===== src/rtl/alu_pipe.sv =====
// ----------------------------------------------------------------------------
// alu_pipe -- two-stage pipelined integer ALU with valid/ready handshake.
//
// Operations (ctrl_ALUopcode):
//   00000 ADD, 00001 SUB, 00010 AND, 00011 OR, 00100 SLL, 00101 SRA.
//   Any other code yields data_result = 0 and overflow = 0. The flags are
//   still computed and the tag is still returned.
//
// Pipeline:
//   Stage 1 registers the following:
//     - the upper operand halves, the opcode and the tag;
//     - the low-half sum and its carry;
//     - the low-half A-B used by the flags, and its carry;
//     - the logic/shift result.
//   Stage 2 finishes both upper halves from the registered mid carries. It
//   registers the result and the flags straight onto the outputs.
//   Latency is 2 cycles from accept to out_valid. Throughput is 1 op/cycle.
//
// Ports:
//   clock, ctrl_reset_n                 clock, asynchronous active-low reset
//   in_valid / in_ready                 operation handshake (in_ready is
//                                       combinational from out_ready)
//   data_operandA, data_operandB        signed operands
//   ctrl_ALUopcode, ctrl_shiftamt       operation select, shift distance
//   in_tag / out_tag                    sideband carried with each op
//   out_valid / out_ready               result handshake
//   data_result                         result
//   isNotEqual, isLessThan              A != B, signed A < B (any opcode)
//   overflow                            signed overflow for ADD/SUB only
//
// WIDTH must be an even multiple of BLOCK.
// ----------------------------------------------------------------------------

// Carry-select adder. Each BLOCK-bit slice is added twice, once with a carry
// in of 0 and once with a carry in of 1. The incoming block carry then picks
// one of the two copies.
module alu_pipe_csel_add #(
    parameter int W     = 16,
    parameter int BLOCK = 4
) (
    input  logic [W-1:0] a,
    input  logic [W-1:0] b,
    input  logic         cin,
    output logic [W-1:0] sum,
    output logic         cout
);
    localparam int NB = W / BLOCK;

    logic [NB:0] carry;

    assign carry[0] = cin;

    genvar gi;
    generate
        for (gi = 0; gi < NB; gi = gi + 1) begin : g_blk
            logic [BLOCK:0] sum0;
            logic [BLOCK:0] sum1;

            assign sum0 = {1'b0, a[gi*BLOCK +: BLOCK]} + {1'b0, b[gi*BLOCK +: BLOCK]};
            assign sum1 = {1'b0, a[gi*BLOCK +: BLOCK]} + {1'b0, b[gi*BLOCK +: BLOCK]}
                        + {{BLOCK{1'b0}}, 1'b1};

            assign sum[gi*BLOCK +: BLOCK] = carry[gi] ? sum1[BLOCK-1:0] : sum0[BLOCK-1:0];
            assign carry[gi+1]            = carry[gi] ? sum1[BLOCK]     : sum0[BLOCK];
        end
    endgenerate

    assign cout = carry[NB];
endmodule

module alu_pipe #(
    parameter int WIDTH = 32,
    parameter int BLOCK = 4,
    parameter int TAG_W = 5
) (
    input  logic                     clock,
    input  logic                     ctrl_reset_n,
    input  logic                     in_valid,
    output logic                     in_ready,
    input  logic [WIDTH-1:0]         data_operandA,
    input  logic [WIDTH-1:0]         data_operandB,
    input  logic [4:0]               ctrl_ALUopcode,
    input  logic [$clog2(WIDTH)-1:0] ctrl_shiftamt,
    input  logic [TAG_W-1:0]         in_tag,
    output logic                     out_valid,
    input  logic                     out_ready,
    output logic [WIDTH-1:0]         data_result,
    output logic                     isNotEqual,
    output logic                     isLessThan,
    output logic                     overflow,
    output logic [TAG_W-1:0]         out_tag
);
    localparam int HALF = WIDTH / 2;

    localparam logic [4:0] OP_ADD = 5'b00000;
    localparam logic [4:0] OP_SUB = 5'b00001;
    localparam logic [4:0] OP_AND = 5'b00010;
    localparam logic [4:0] OP_OR  = 5'b00011;
    localparam logic [4:0] OP_SLL = 5'b00100;
    localparam logic [4:0] OP_SRA = 5'b00101;

    // ---------------- handshake ----------------
    logic s1_valid_reg;
    logic out_valid_reg;
    logic s2_ready;

    // A stage loads when it is empty or when its content moves on this cycle.
    assign s2_ready = ~out_valid_reg | out_ready;
    assign in_ready = ~s1_valid_reg | s2_ready;

    // ---------------- stage 1 combinational ----------------
    logic             s1_sub;
    logic [WIDTH-1:0] b_eff;
    logic [HALF-1:0]  lo_sum;
    logic             lo_carry;
    logic [HALF-1:0]  lo_diff;
    logic             lo_diff_carry;
    logic [WIDTH-1:0] logic_next;

    assign s1_sub = (ctrl_ALUopcode == OP_SUB);
    assign b_eff  = data_operandB ^ {WIDTH{s1_sub}};

    // Low half of the opcode's sum: SUB takes inverted B with a carry in of 1.
    alu_pipe_csel_add #(.W(HALF), .BLOCK(BLOCK)) u_lo_sum (
        .a    (data_operandA[HALF-1:0]),
        .b    (b_eff[HALF-1:0]),
        .cin  (s1_sub),
        .sum  (lo_sum),
        .cout (lo_carry)
    );

    // Low half of A-B for the flags. The flags use A-B for every opcode.
    alu_pipe_csel_add #(.W(HALF), .BLOCK(BLOCK)) u_lo_diff (
        .a    (data_operandA[HALF-1:0]),
        .b    (~data_operandB[HALF-1:0]),
        .cin  (1'b1),
        .sum  (lo_diff),
        .cout (lo_diff_carry)
    );

    always_comb begin
        logic_next = '0;
        case (ctrl_ALUopcode)
            OP_AND:  logic_next = data_operandA & data_operandB;
            OP_OR:   logic_next = data_operandA | data_operandB;
            OP_SLL:  logic_next = data_operandA << ctrl_shiftamt;
            OP_SRA:  logic_next = $signed(data_operandA) >>> ctrl_shiftamt;
            default: logic_next = '0;
        endcase
    end

    // ---------------- stage 1 registers ----------------
    logic [HALF-1:0]  a_hi_reg;
    logic [HALF-1:0]  b_hi_reg;          // upper half of B, inverted for SUB
    logic [4:0]       op_reg;
    logic [TAG_W-1:0] tag_reg;
    logic [HALF-1:0]  lo_sum_reg;
    logic             mid_carry_reg;
    logic [HALF-1:0]  lo_diff_reg;
    logic             diff_mid_carry_reg;
    logic [WIDTH-1:0] logic_reg;

    always_ff @(posedge clock or negedge ctrl_reset_n) begin
        if (!ctrl_reset_n) begin
            s1_valid_reg       <= 1'b0;
            a_hi_reg           <= '0;
            b_hi_reg           <= '0;
            op_reg             <= '0;
            tag_reg            <= '0;
            lo_sum_reg         <= '0;
            mid_carry_reg      <= 1'b0;
            lo_diff_reg        <= '0;
            diff_mid_carry_reg <= 1'b0;
            logic_reg          <= '0;
        end else if (in_ready) begin
            s1_valid_reg <= in_valid;
            if (in_valid) begin
                a_hi_reg           <= data_operandA[WIDTH-1:HALF];
                b_hi_reg           <= b_eff[WIDTH-1:HALF];
                op_reg             <= ctrl_ALUopcode;
                tag_reg            <= in_tag;
                lo_sum_reg         <= lo_sum;
                mid_carry_reg      <= lo_carry;
                lo_diff_reg        <= lo_diff;
                diff_mid_carry_reg <= lo_diff_carry;
                logic_reg          <= logic_next;
            end
        end
    end

    // ---------------- stage 2 combinational ----------------
    logic             s2_sub;
    logic             s2_addsub;
    logic [HALF-1:0]  nb_hi;
    logic [HALF-1:0]  hi_sum;
    logic             hi_carry;
    logic [HALF-1:0]  hi_diff;
    logic             hi_diff_carry;
    logic [WIDTH-1:0] result_next;
    logic             ovf_next;
    logic             neq_next;
    logic             lt_next;

    assign s2_sub    = (op_reg == OP_SUB);
    assign s2_addsub = (op_reg == OP_ADD) | s2_sub;

    // Recover ~B from the stored B'. For SUB, B' already is ~B.
    assign nb_hi = s2_sub ? b_hi_reg : ~b_hi_reg;

    alu_pipe_csel_add #(.W(HALF), .BLOCK(BLOCK)) u_hi_sum (
        .a    (a_hi_reg),
        .b    (b_hi_reg),
        .cin  (mid_carry_reg),
        .sum  (hi_sum),
        .cout (hi_carry)
    );

    alu_pipe_csel_add #(.W(HALF), .BLOCK(BLOCK)) u_hi_diff (
        .a    (a_hi_reg),
        .b    (nb_hi),
        .cin  (diff_mid_carry_reg),
        .sum  (hi_diff),
        .cout (hi_diff_carry)
    );

    // a^b'^s at the MSB is the carry into the MSB. XOR with the carry out
    // gives signed overflow. This matches
    // (A[MSB]==B'[MSB]) & (S[MSB]!=A[MSB]).
    assign ovf_next = s2_addsub
                    & (a_hi_reg[HALF-1] ^ b_hi_reg[HALF-1] ^ hi_sum[HALF-1] ^ hi_carry);

    assign neq_next = |{hi_diff, lo_diff_reg};

    // Signed less-than: take the unsigned borrow (~carry out of A + ~B + 1)
    // and flip it when the operand signs differ. This is equal to
    // diff[MSB] ^ ovf(A-B).
    assign lt_next = a_hi_reg[HALF-1] ^ ~nb_hi[HALF-1] ^ ~hi_diff_carry;

    always_comb begin
        result_next = '0;
        case (op_reg)
            OP_ADD, OP_SUB:                 result_next = {hi_sum, lo_sum_reg};
            OP_AND, OP_OR, OP_SLL, OP_SRA:  result_next = logic_reg;
            default:                        result_next = '0;
        endcase
    end

    // ---------------- stage 2 / output registers ----------------
    logic [WIDTH-1:0] result_reg;
    logic             neq_reg;
    logic             lt_reg;
    logic             ovf_reg;
    logic [TAG_W-1:0] out_tag_reg;

    always_ff @(posedge clock or negedge ctrl_reset_n) begin
        if (!ctrl_reset_n) begin
            out_valid_reg <= 1'b0;
            result_reg    <= '0;
            neq_reg       <= 1'b0;
            lt_reg        <= 1'b0;
            ovf_reg       <= 1'b0;
            out_tag_reg   <= '0;
        end else if (s2_ready) begin
            out_valid_reg <= s1_valid_reg;
            // Bubbles leave the data registers alone, so the last result stays put.
            if (s1_valid_reg) begin
                result_reg  <= result_next;
                neq_reg     <= neq_next;
                lt_reg      <= lt_next;
                ovf_reg     <= ovf_next;
                out_tag_reg <= tag_reg;
            end
        end
    end

    assign out_valid   = out_valid_reg;
    assign data_result = result_reg;
    assign isNotEqual  = neq_reg;
    assign isLessThan  = lt_reg;
    assign overflow    = ovf_reg;
    assign out_tag     = out_tag_reg;
endmodule

===== config.mk =====
export PLATFORM = sky130hd
export DESIGN_NAME = alu_pipe
export DESIGN_NICKNAME = d
export VERILOG_FILES = /design/src/rtl/alu_pipe.sv
export SDC_FILE = /design/constraint.sdc
export NUM_CORES = 1
export LEC_CHECK = 0
export CORE_AREA = 2 2 149 180
export DETAILED_ROUTE_END_ITERATION = 16
export DIE_AREA = 0 0 151 182
export PLACE_DENSITY = 0.78
export SLEW_MARGIN = 20
export SYNTH_ARGS = -nofsm -noshare
export SYNTH_HDL_FRONTEND = slang
export SYNTH_SLANG_ARGS = --single-unit

===== constraint.sdc =====
create_clock -name clock -period 10.1 [get_ports clock]
set_input_delay 3.03 -clock clock [delete_from_list [all_inputs] [get_ports clock]]
set_output_delay 3.03 -clock clock [all_outputs]
set_load 0.05 [all_outputs]

==> results of run 1 <==
through the flow:
stage | hold slack [ps] | utilization, % | setup slack [ps] | total power [W] | std cells
floorplan | 439 | - | 3330 | 0.00158 | 1645
global placement | 444 | 59.4 | 2360 | 0.00189 | 2020
detailed placement | 465 | 59.4 | 2210 | 0.00193 | 2020
CTS | 477 | 61.7 | 2510 | 0.00258 | 2052
global route | 496 | 61.7 | 2350 | 0.00274 | 2052
finish | 475 | 61.7 | 2500 | 0.00259 | 2052
worst paths after layout:
path / start / endpoint / slack (ps) / depth (start not counted)
setup / recovery: out_ready / in_ready / 2500 / 3
hold reg to reg: tag_reg[2] / out_tag[2] / 470 / 2
setup reg to reg: op_reg[1] / isLessThan / 5010 / 17
min in group asynchronous: ctrl_reset_n / data_result[11] / 2670 / 1
max in group asynchronous: ctrl_reset_n / b_hi_reg[13] / 6100 / 2
hold / removal: tag_reg[2] / out_tag[2] / 470 / 2
layout make-up:
| cell class | instances | share of cell area (%) |
|---|---|---|
| Inverter | 95 | 2.23 |
| Tap cell | 335 | 2.63 |
| Clock inverter | 12 | 0.917 |
| Multi-Input combinational cell | 1303 | 59.7 |
| Sequential cell | 149 | 23.4 |
| Clock buffer | 20 | 2.80 |
| Timing Repair Buffer | 138 | 8.35 |
layer usage:
layer	GRT usage [%]	vias up	part of all wire [%]
met5	0	-	0
met4	14.5	0	4.9
met3	4.22	116	6.3
met2	50.0	518	46
met1	42.9	5996	43
li1	-	5940	-
power by group through the flow:
| stage | registers, W | clock network, W | logic (W) |
|---|---|---|---|
| finish | 0.000763 | 0.000645 | 0.00118 |
| global route | 0.000773 | 0.000678 | 0.00129 |
| CTS | 0.000762 | 0.000653 | 0.00117 |
| detailed placement | 0.000773 | 0 | 0.00116 |
| global placement | 0.000767 | 0 | 0.00113 |
| floorplan | 0.000864 | 0 | 0.000718 |
logic make-up after synthesis:
family	count (synthesis)	share of synthesized area (%)
adder cells (fa/ha/maj)	143	13.4
AND/OR/NAND/NOR	501	15.9
AO/OA/AOI/OAI	381	17.4
buffers and inverters	193	5.38
XOR/XNOR	122	7.79
flip-flops	149	26.7
multiplexers	156	13.6
cells in the final DEF (no fill, tap or decap), drive strengths merged, types with 5 or more instances in the layout:
cell             n
nor2           188
nand2          179
o21ai          159
dfrtp          149
clkdlybuf4s50  119
ha             111
mux2i          105
inv             98
xnor2           81
a21oi           64
xor2            40
a221oi          38
mux2            27
nand2b          25
a21o            24
mux4            24
clkbuf          20
buf             19
nand3           16
maj3            16
fa              16
nor3            16
or3             15
a222oi          13
a211oi          13
nor4            12
and3            11
and2             8
nand4            8
a22o             8
nor2b            6
o31ai            6
o22ai            6
a31oi            6
o211ai           6
o21bai           5
clkinv           5
worst reg2reg max path, cell delays in order (launching register included):
cell	delay, ps
dfrtp_1	410
nor4_2	290
buf_4	400
nand2_1	640
xor2_1	340
ha_1	240
inv_1	70
fa_1	430
inv_1	90
ha_1	140
nand2_1	70
or2_1	220
or3_1	380
and4_1	230
o31ai_1	310
o211ai_1	220
o31a_1	310
o31ai_1	210
==> flow_summary.toml, run 1 <==
[critical_path]
cp_cell_sequence = "clkdlybuf4s50_1 > nand3b_1 > clkdlybuf4s50_1"
path_delay_family = "buffers and inverters"
critical_path_class = "input port to primary output"
endpoint_kind = "primary output"
worstPathArrival_ps = 4570
worst_setup_path_start_kind = "input port"
critPathBufInv = 2
crit_path_frequent_cell = "clkdlybuf4s50_1"
crit_slowest_cell = "clkdlybuf4s50_1"
cp_max_fo = 4
cp.required_ps = 7070
slowest_delay_ps = 840

[timing]
rsz0062_at_grt = "no"
tns_ps = 0
fmax_mhz = 132
maxSlewViolCount = 0
slew_headroom_pct = 28.4
period_needed_ps = 7600
fin_crit_sh_pct = 75.2
clock_skew_ps = 14.5
finalHoldViolations = 0
tightest_slew_ps = 1070
setup_violations = 0

[clock_network]
cts-resized-gates = 0
cts_setup_buffers = 0
h-tree-depth = 4
clock_latency_ps = 450
cts_buffers = 17
cts_tree = "yes"
clk_pin_slew_ps = 60
clockRootBuffer = "clkbuf_16"
clock_path_buffers = 2
hold_buffers = 0
numClockSinks = 149

[floorplan]
io_pins = 125
die_x_um = 151
start_util_pct = 54.1
die_h_um = 182
placementRows = 65
die_area_um2 = 27500
core-area_um2 = 25900

[synthesis]
yosys_warnings = 0
yosysTopAreaCellShare_pct = 26.7
ys_seq_area_share_pct = 26.7
ys_seq_elements = 149
syn_inst = 1645
synth_cell_type_count = 76
avgSynthCellArea_um2 = 8.50
synth_edf_count = 0
synth_most_common_cell = "nor2_1"
syn_nets = 1855
ys_async_sr_fraction_pct = 100
syn-cell-area_um2 = 14000
ys_dominant_reg_cell = "dfrtp_1"
synthTopCellsByArea = "dfrtp_1 27%, ha_1 9.9%, mux2i_1 7.5%, o21ai_0 5.6%, nor2_1 5.0%"
synth_largest_area_cell = "dfrtp_1"
synth_common_cells = "188 x nor2_1, 179 x nand2_1, 157 x o21ai_0, 149 x dfrtp_1, 111 x ha_1"

[finish]
nets = 1914
diodes = 0
layout-area-overhead-vs-synth_pct = 14.1
n_fill_cell = 2276
multiInputGateArea_um2 = 9530
final_cell_area_um2 = 16000
seq_area_um2 = 3730
layout-drive-gt1-share_pct = 6.93

[drt]
drc = 0
routed_via_density = 6.13
first_pass_iters = 9
drtIter0Drc = 1180
vias = 12570
postRouteAntennaNets = 0
routedWlPerCell_um = 20.9
route.final.wire_length_um = 42900

[pwr]
clock_power_share_pct = 24.9
cellLeakagePower_nw = 7.10
vdd_drop_max_mv = 0.106
p_int_w = 0.00153
p_seq_share_pct = 29.5
combPwrFrac_pct = 45.6
p_per_area_nw_per_um2 = 162
netSwitchingPower_w = 0.00106
swShare_pct = 40.9

[global_route]
grt_overflow = 0
grt.total_usage_pct = 31.6
antenna_found_initial = 0
first_global_vias = 12110
grt_max_degree = 93
grt_pass1_wl_um = 66600

[place]
dp.final_hpwl_um = 33000
port_buffers = 124
place.gp.congestion = 1.02
dpl-instance-area_um2 = 15400

[job]
max_cap_viol_count = 0

[hold_path]
hp-class = "flop to flop"

[run_status]
status = "finished, final reports clean"
No activity file was read; power rests on OpenSTA's default activity.
==> run 2: changes to the inputs <==
- CORE_AREA: 2 2 149 180 -> 2 2 150 182
- DIE_AREA: 0 0 151 182 -> 0 0 152 184
- PLACE_DENSITY: 0.78 -> 0.8
- clock period: 10.1 -> 6.7 ns (I/O delays scaled with it)
==> run 2 against run 1 <==
  * Non-clock buffer count grew 5
  * Final area grew 0.34%
  * Register-to-register slack lost 3100 ps
  * Combinational power grew 51%
  * Utilization shrank 0.37 points
  * Clock-buffer cell count grew 2
  * Setup slack lost 1700 ps
  * Cell count grew 0.24%
  * Global-route usage shrank 0.70 points
  * Sequential share of layout area shrank 0.078 points
  * Die area grew 1.8%
  * Sequential power grew 51%
  * Critical endpoint is now mid_carry_reg
  * Largest power group unchanged
==> flow_summary.toml, run 2 (same netlist as run 1, synthesis figures left out) <==
[drt]
routed_via_density = 6.15
met1Wirelength_um = 18200
routed.top_layer = "met4"
postRouteAntennaNets = 0
dr_wl_met2_um = 20000
wl_met3_um = 2730
first_pass_iters = 6
routedWlPerCell_um = 20.8
route.final.wire_length_um = 42800
drtIter0Drc = 1214
drc = 0
vias = 12643

[run_status]
status = "finished, final reports clean"

[critical_path]
cp_max_fo = 12
cp_cell_sequence = "clkdlybuf4s50_1 > nor3_2 > and3b_2 > buf_4 > xnor2_1 > inv_1 > fa_1 > inv_1 > ha_1 > and3_1 > and3_1 > nor3_2 > mux2i_1 > xnor2_2 > o41a_1 > o31ai_1"
cp.required_ps = 7030
slowest_delay_ps = 540
critPathBufInv = 4
worstPathArrival_ps = 6180
endpoint_kind = "flop"
path_delay_family = "simple AND/OR/NAND/NOR gates"
worst_setup_path_start_kind = "input port"
crit_slowest_cell = "fa_1"
critical_path_class = "input port to flop"

[clock_network]
h-tree-depth = 4
cts_buffers = 17
clock_latency_ps = 430
cts_setup_buffers = 0
hold_buffers = 0
cts_tree = "yes"
clock_path_buffers = 2
clk_pin_slew_ps = 60
clockRootBuffer = "clkbuf_16"
numClockSinks = 149
cts-resized-gates = 0

[pwr]
design_power_total_w = 0.00392
p_int_w = 0.00235
p_per_area_nw_per_um2 = 245
cellLeakagePower_nw = 7.13
swShare_pct = 40.1
vdd_drop_max_mv = 0.131
netSwitchingPower_w = 0.00157
p_seq_share_pct = 29.4
combPwrFrac_pct = 45.5
clock_power_share_pct = 25.2

[global_route]
grt.total_usage_pct = 30.9
first_global_vias = 12400
grt_max_degree = 104
grt_overflow = 0
antenna_found_initial = 0
grt_pass1_wl_um = 68200

[timing]
tns_ps = 0
timing.hold.ws_ps = 469
fin_crit_sh_pct = 87.3
finalHoldViolations = 0
period_needed_ps = 5850
maxSlewViolCount = 0
slew_headroom_pct = 26.3
rsz0062_at_grt = "no"
fmax_mhz = 171
setup_violations = 0
clock_skew_ps = 15.4
tightest_slew_ps = 1100

[floorplan]
core-area_um2 = 26100
die_x_um = 152
die_area_um2 = 28000
placementRows = 65
io_pins = 125
start_util_pct = 53.6
die_h_um = 184

[place]
port_buffers = 124
place.gp.congestion = 1.02
dpl-instance-area_um2 = 15400
dp.final_hpwl_um = 33300

[finish]
nets = 1919
n_fill_cell = 2248
final_cell_area_um2 = 16000
layout-drive-gt1-share_pct = 7.14
seq_area_um2 = 3730
diodes = 0
layout_commonest_cell = "nor2_1"
layout-area-overhead-vs-synth_pct = 14.5
multiInputGateArea_um2 = 9530
mostFrequentLayoutCells = "188 x nor2_1, 178 x nand2_1, 157 x o21ai_0, 149 x dfrtp_1, 119 x clkdlybuf4s50_1"

[job]
max_cap_viol_count = 0

[hold_path]
hp-class = "flop to flop"
[run 2: cell types whose count changed in the layout (fill, tap and decap cells not counted), sizes merged]
cell	change
buf	+5
bufinv	+1
clkbuf	+2
clkinv	-2
inv	-1
[run 2: worst paths after layout]
check / from / depth (start not counted) / to / slack, ps
max: ctrl_ALUopcode[2] / 16 / mid_carry_reg / 850
min: tag_reg[0] / 2 / out_tag[0] / 470
max reg2reg: op_reg[1] / 16 / isLessThan / 1900
min reg2reg: tag_reg[0] / 2 / out_tag[0] / 470
max in group asynchronous: ctrl_reset_n / 2 / lo_diff_reg[2] / 3880
min in group asynchronous: ctrl_reset_n / 1 / data_result[2] / 1660
[run 2: tightest hold or removal path, delay by kind of cell, from the launching register on]
kind / cells / cell delay (ps)
flip-flops: 1 / 340
AND/OR/NAND/NOR: 2 / 100
[run 2: metrics by stage]
| step | worst slack, ps | utilization (%) | cells |
|---|---|---|---|
| floorplan | 949 | - | 1645 |
| global placement | 593 | 59.0 | 2025 |
| detailed placement | 484 | 59.0 | 2025 |
| CTS | 880 | 61.3 | 2057 |
| global route | 550 | 61.3 | 2057 |
| finish | 849 | 61.3 | 2057 |
[run 2: power groups by stage]
stage               combinational (W)  clock [W]  sequential, W
finish                        0.00178   0.000988        0.00115
CTS                           0.00177    0.00100        0.00115
floorplan                     0.00108          0        0.00130
detailed placement            0.00175          0        0.00117
global route                  0.00195    0.00104        0.00117
global placement              0.00170          0        0.00116
[run 2: area by class of cell]
| class | instances | share of cell area (%) |
|---|---|---|
| Clock buffer | 22 | 2.90 |
| Clock inverter | 10 | 0.906 |
| Inverter | 95 | 2.23 |
| Multi-Input combinational cell | 1303 | 59.5 |
| Sequential cell | 149 | 23.3 |
| Tap cell | 335 | 2.62 |
| Timing Repair Buffer | 143 | 8.56 |
[run 2: routing by layer]
layer,global-route usage (%),vias up
met2,50.5,483
met4,13.4,0
met1,40.6,6104
met3,5.14,115
met5,0,-
li1,-,5941
==> run 3: changes to the inputs <==
- RECOVER_POWER: default -> 50
==> run 3 against run 2 <==
  * The run now ends with max-capacitance violations, max-slew violations left
  * Cell count unchanged
  * Clock skew decreased by 2.1 ps
  * Utilization down 0.062 points
  * Largest power group unchanged
  * Sequential power barely moved
  * Maximum frequency decreased by 1.2%
  * Flip-flop and latch count unchanged
  * Largest cell class unchanged
  * Combinational power barely moved
==> flow_summary.toml, run 3 (same netlist as run 1, synthesis figures left out) <==
[timing]
tightest_slew_ps = 2800
fmax_mhz = 169
maxSlewViolCount = 190
tns_ps = 0
rsz0062_at_grt = "no"
clock_skew_ps = 13.3
fin_crit_sh_pct = 88.4
finalHoldViolations = 0
setup_violations = 0
period_needed_ps = 5920
slew_headroom_pct = -87.4

[drt]
postRouteAntennaNets = 0
route.final.wire_length_um = 43000
vias = 12682
routedWlPerCell_um = 20.9
routed_via_density = 6.17
first_pass_iters = 9
drtIter0Drc = 1110
drc = 0

[global_route]
first_global_vias = 12400
grt.total_usage_pct = 30.9
grt_overflow = 0
antenna_found_initial = 0
grt_max_degree = 104
grt_pass1_wl_um = 68200

[run_status]
violations = "max-capacitance violations, max-slew violations"
status = "complete, but fails checks"

[finish]
layoutNonFillerInstCount = 2057
mostFrequentLayoutCells = "188 x nor2_1, 179 x nand2_1, 157 x o21ai_0, 149 x dfrtp_1, 118 x clkdlybuf4s50_1"
layout-drive-gt1-share_pct = 7.08
layout_commonest_cell = "nor2_1"
layout-area-overhead-vs-synth_pct = 14.4
nets = 1919
diodes = 0

[critical_path]
cp.required_ps = 7000
reg2reg_from = "op_reg[1]"
worst_setup_path_start_kind = "input port"
cp_cell_sequence = "clkdlybuf4s50_1 > nor3_2 > and3b_2 > buf_4 > xnor2_1 > inv_1 > fa_1 > inv_1 > ha_1 > and3_1 > and3_1 > nor3_2 > mux2i_1 > xnor2_2 > o41a_1 > o31ai_1"
crit_slowest_cell = "fa_1"
critical_path_class = "input port to flop"
endpoint_kind = "flop"
slowest_delay_ps = 540
cp_max_fo = 12
worstPathArrival_ps = 6220
crit_start = "ctrl_ALUopcode[2]"

[place]
dp.final_hpwl_um = 33300
place.gp.congestion = 1.02
dpl.cell_count = 2025
port_buffers = 124

[clock_network]
cts_setup_buffers = 0
cts_buffers = 17
cts-resized-gates = 0
cts_tree = "yes"
h-tree-depth = 4
hold_buffers = 0
clk_pin_slew_ps = 60
numClockSinks = 149
clock_latency_ps = 430
clockRootBuffer = "clkbuf_16"
clock_path_buffers = 2

[pwr]
vdd_drop_max_mv = 0.132
design_power_total_w = 0.00393
cellLeakagePower_nw = 7.12
p_per_area_nw_per_um2 = 245

[floorplan]
die_x_um = 152
core-area_um2 = 26100
die_area_um2 = 28000
placementRows = 65
die_h_um = 184
io_pins = 125
start_util_pct = 53.6

[job]
max_cap_viol_count = 2

[hold_path]
min_from = "tag_reg[0]"
hp-class = "flop to flop"
-- run 3: worst max-delay path: cells and delay by family --
kind	cells	cell delay, ps
AND/OR/NAND/NOR	5	1310
buffers and inverters	4	880
adder cells (fa/ha/maj)	2	760
AO/OA/AOI/OAI	2	600
XOR/XNOR	2	350
multiplexers	1	310
-- run 3: final cells by class --
cell class	instances	area, µm²
Fill cell	2252	10100
Multi-Input combinational cell	1303	9520
Sequential cell	149	3730
Timing Repair Buffer	143	1360
Clock buffer	22	464
Tap cell	335	419
Inverter	95	357
Clock inverter	10	145
-- run 3: power breakdown --
| group | switching [W] | internal [W] | leakage (nW) |
|---|---|---|---|
| registers | 0.000114 | 0.00104 | 1.87 |
| clock network | 0.000379 | 0.000609 | 0.292 |
| logic | 0.00108 | 0.000705 | 4.97 |
| total | 0.00157 | 0.00235 | 7.12 |
-- run 3: metrics by stage --
step	instance area (µm²)	util, %	worst slack (ps)	hold slack, ps
2_1_floorplan	14000	-	949	439
3_3_place_gp	15400	59.0	593	444
3_5_place_dp	15400	59.0	484	460
4_1_cts	16000	61.3	880	472
5_1_grt	16000	61.3	515	492
6_report	16000	61.3	777	470
-- run 3: path summary, 6_finish.rpt --
kind                                   to  slack (ps)  depth (start not counted)
setup / recovery            mid_carry_reg         780                         16
hold / removal                 out_tag[0]         470                          2
setup reg to reg               isNotEqual        1840                         13
hold reg to reg                out_tag[0]         470                          2
max in group asynchronous  lo_diff_reg[3]        2110                          2
min in group asynchronous  data_result[2]        2330                          1
-- run 3: layer usage --
| metal | share of wire, % | global-route usage (%) | wire length, µm | up-vias |
|---|---|---|---|---|
| met5 | 0 | 0 | 0 | - |
| met1 | 42 | 40.6 | 18200 | 6153 |
| met4 | 4.3 | 13.4 | 1850 | 0 |
| li1 | - | - | - | 5955 |
| met3 | 6.3 | 5.14 | 2720 | 108 |
| met2 | 47 | 50.5 | 20200 | 466 |
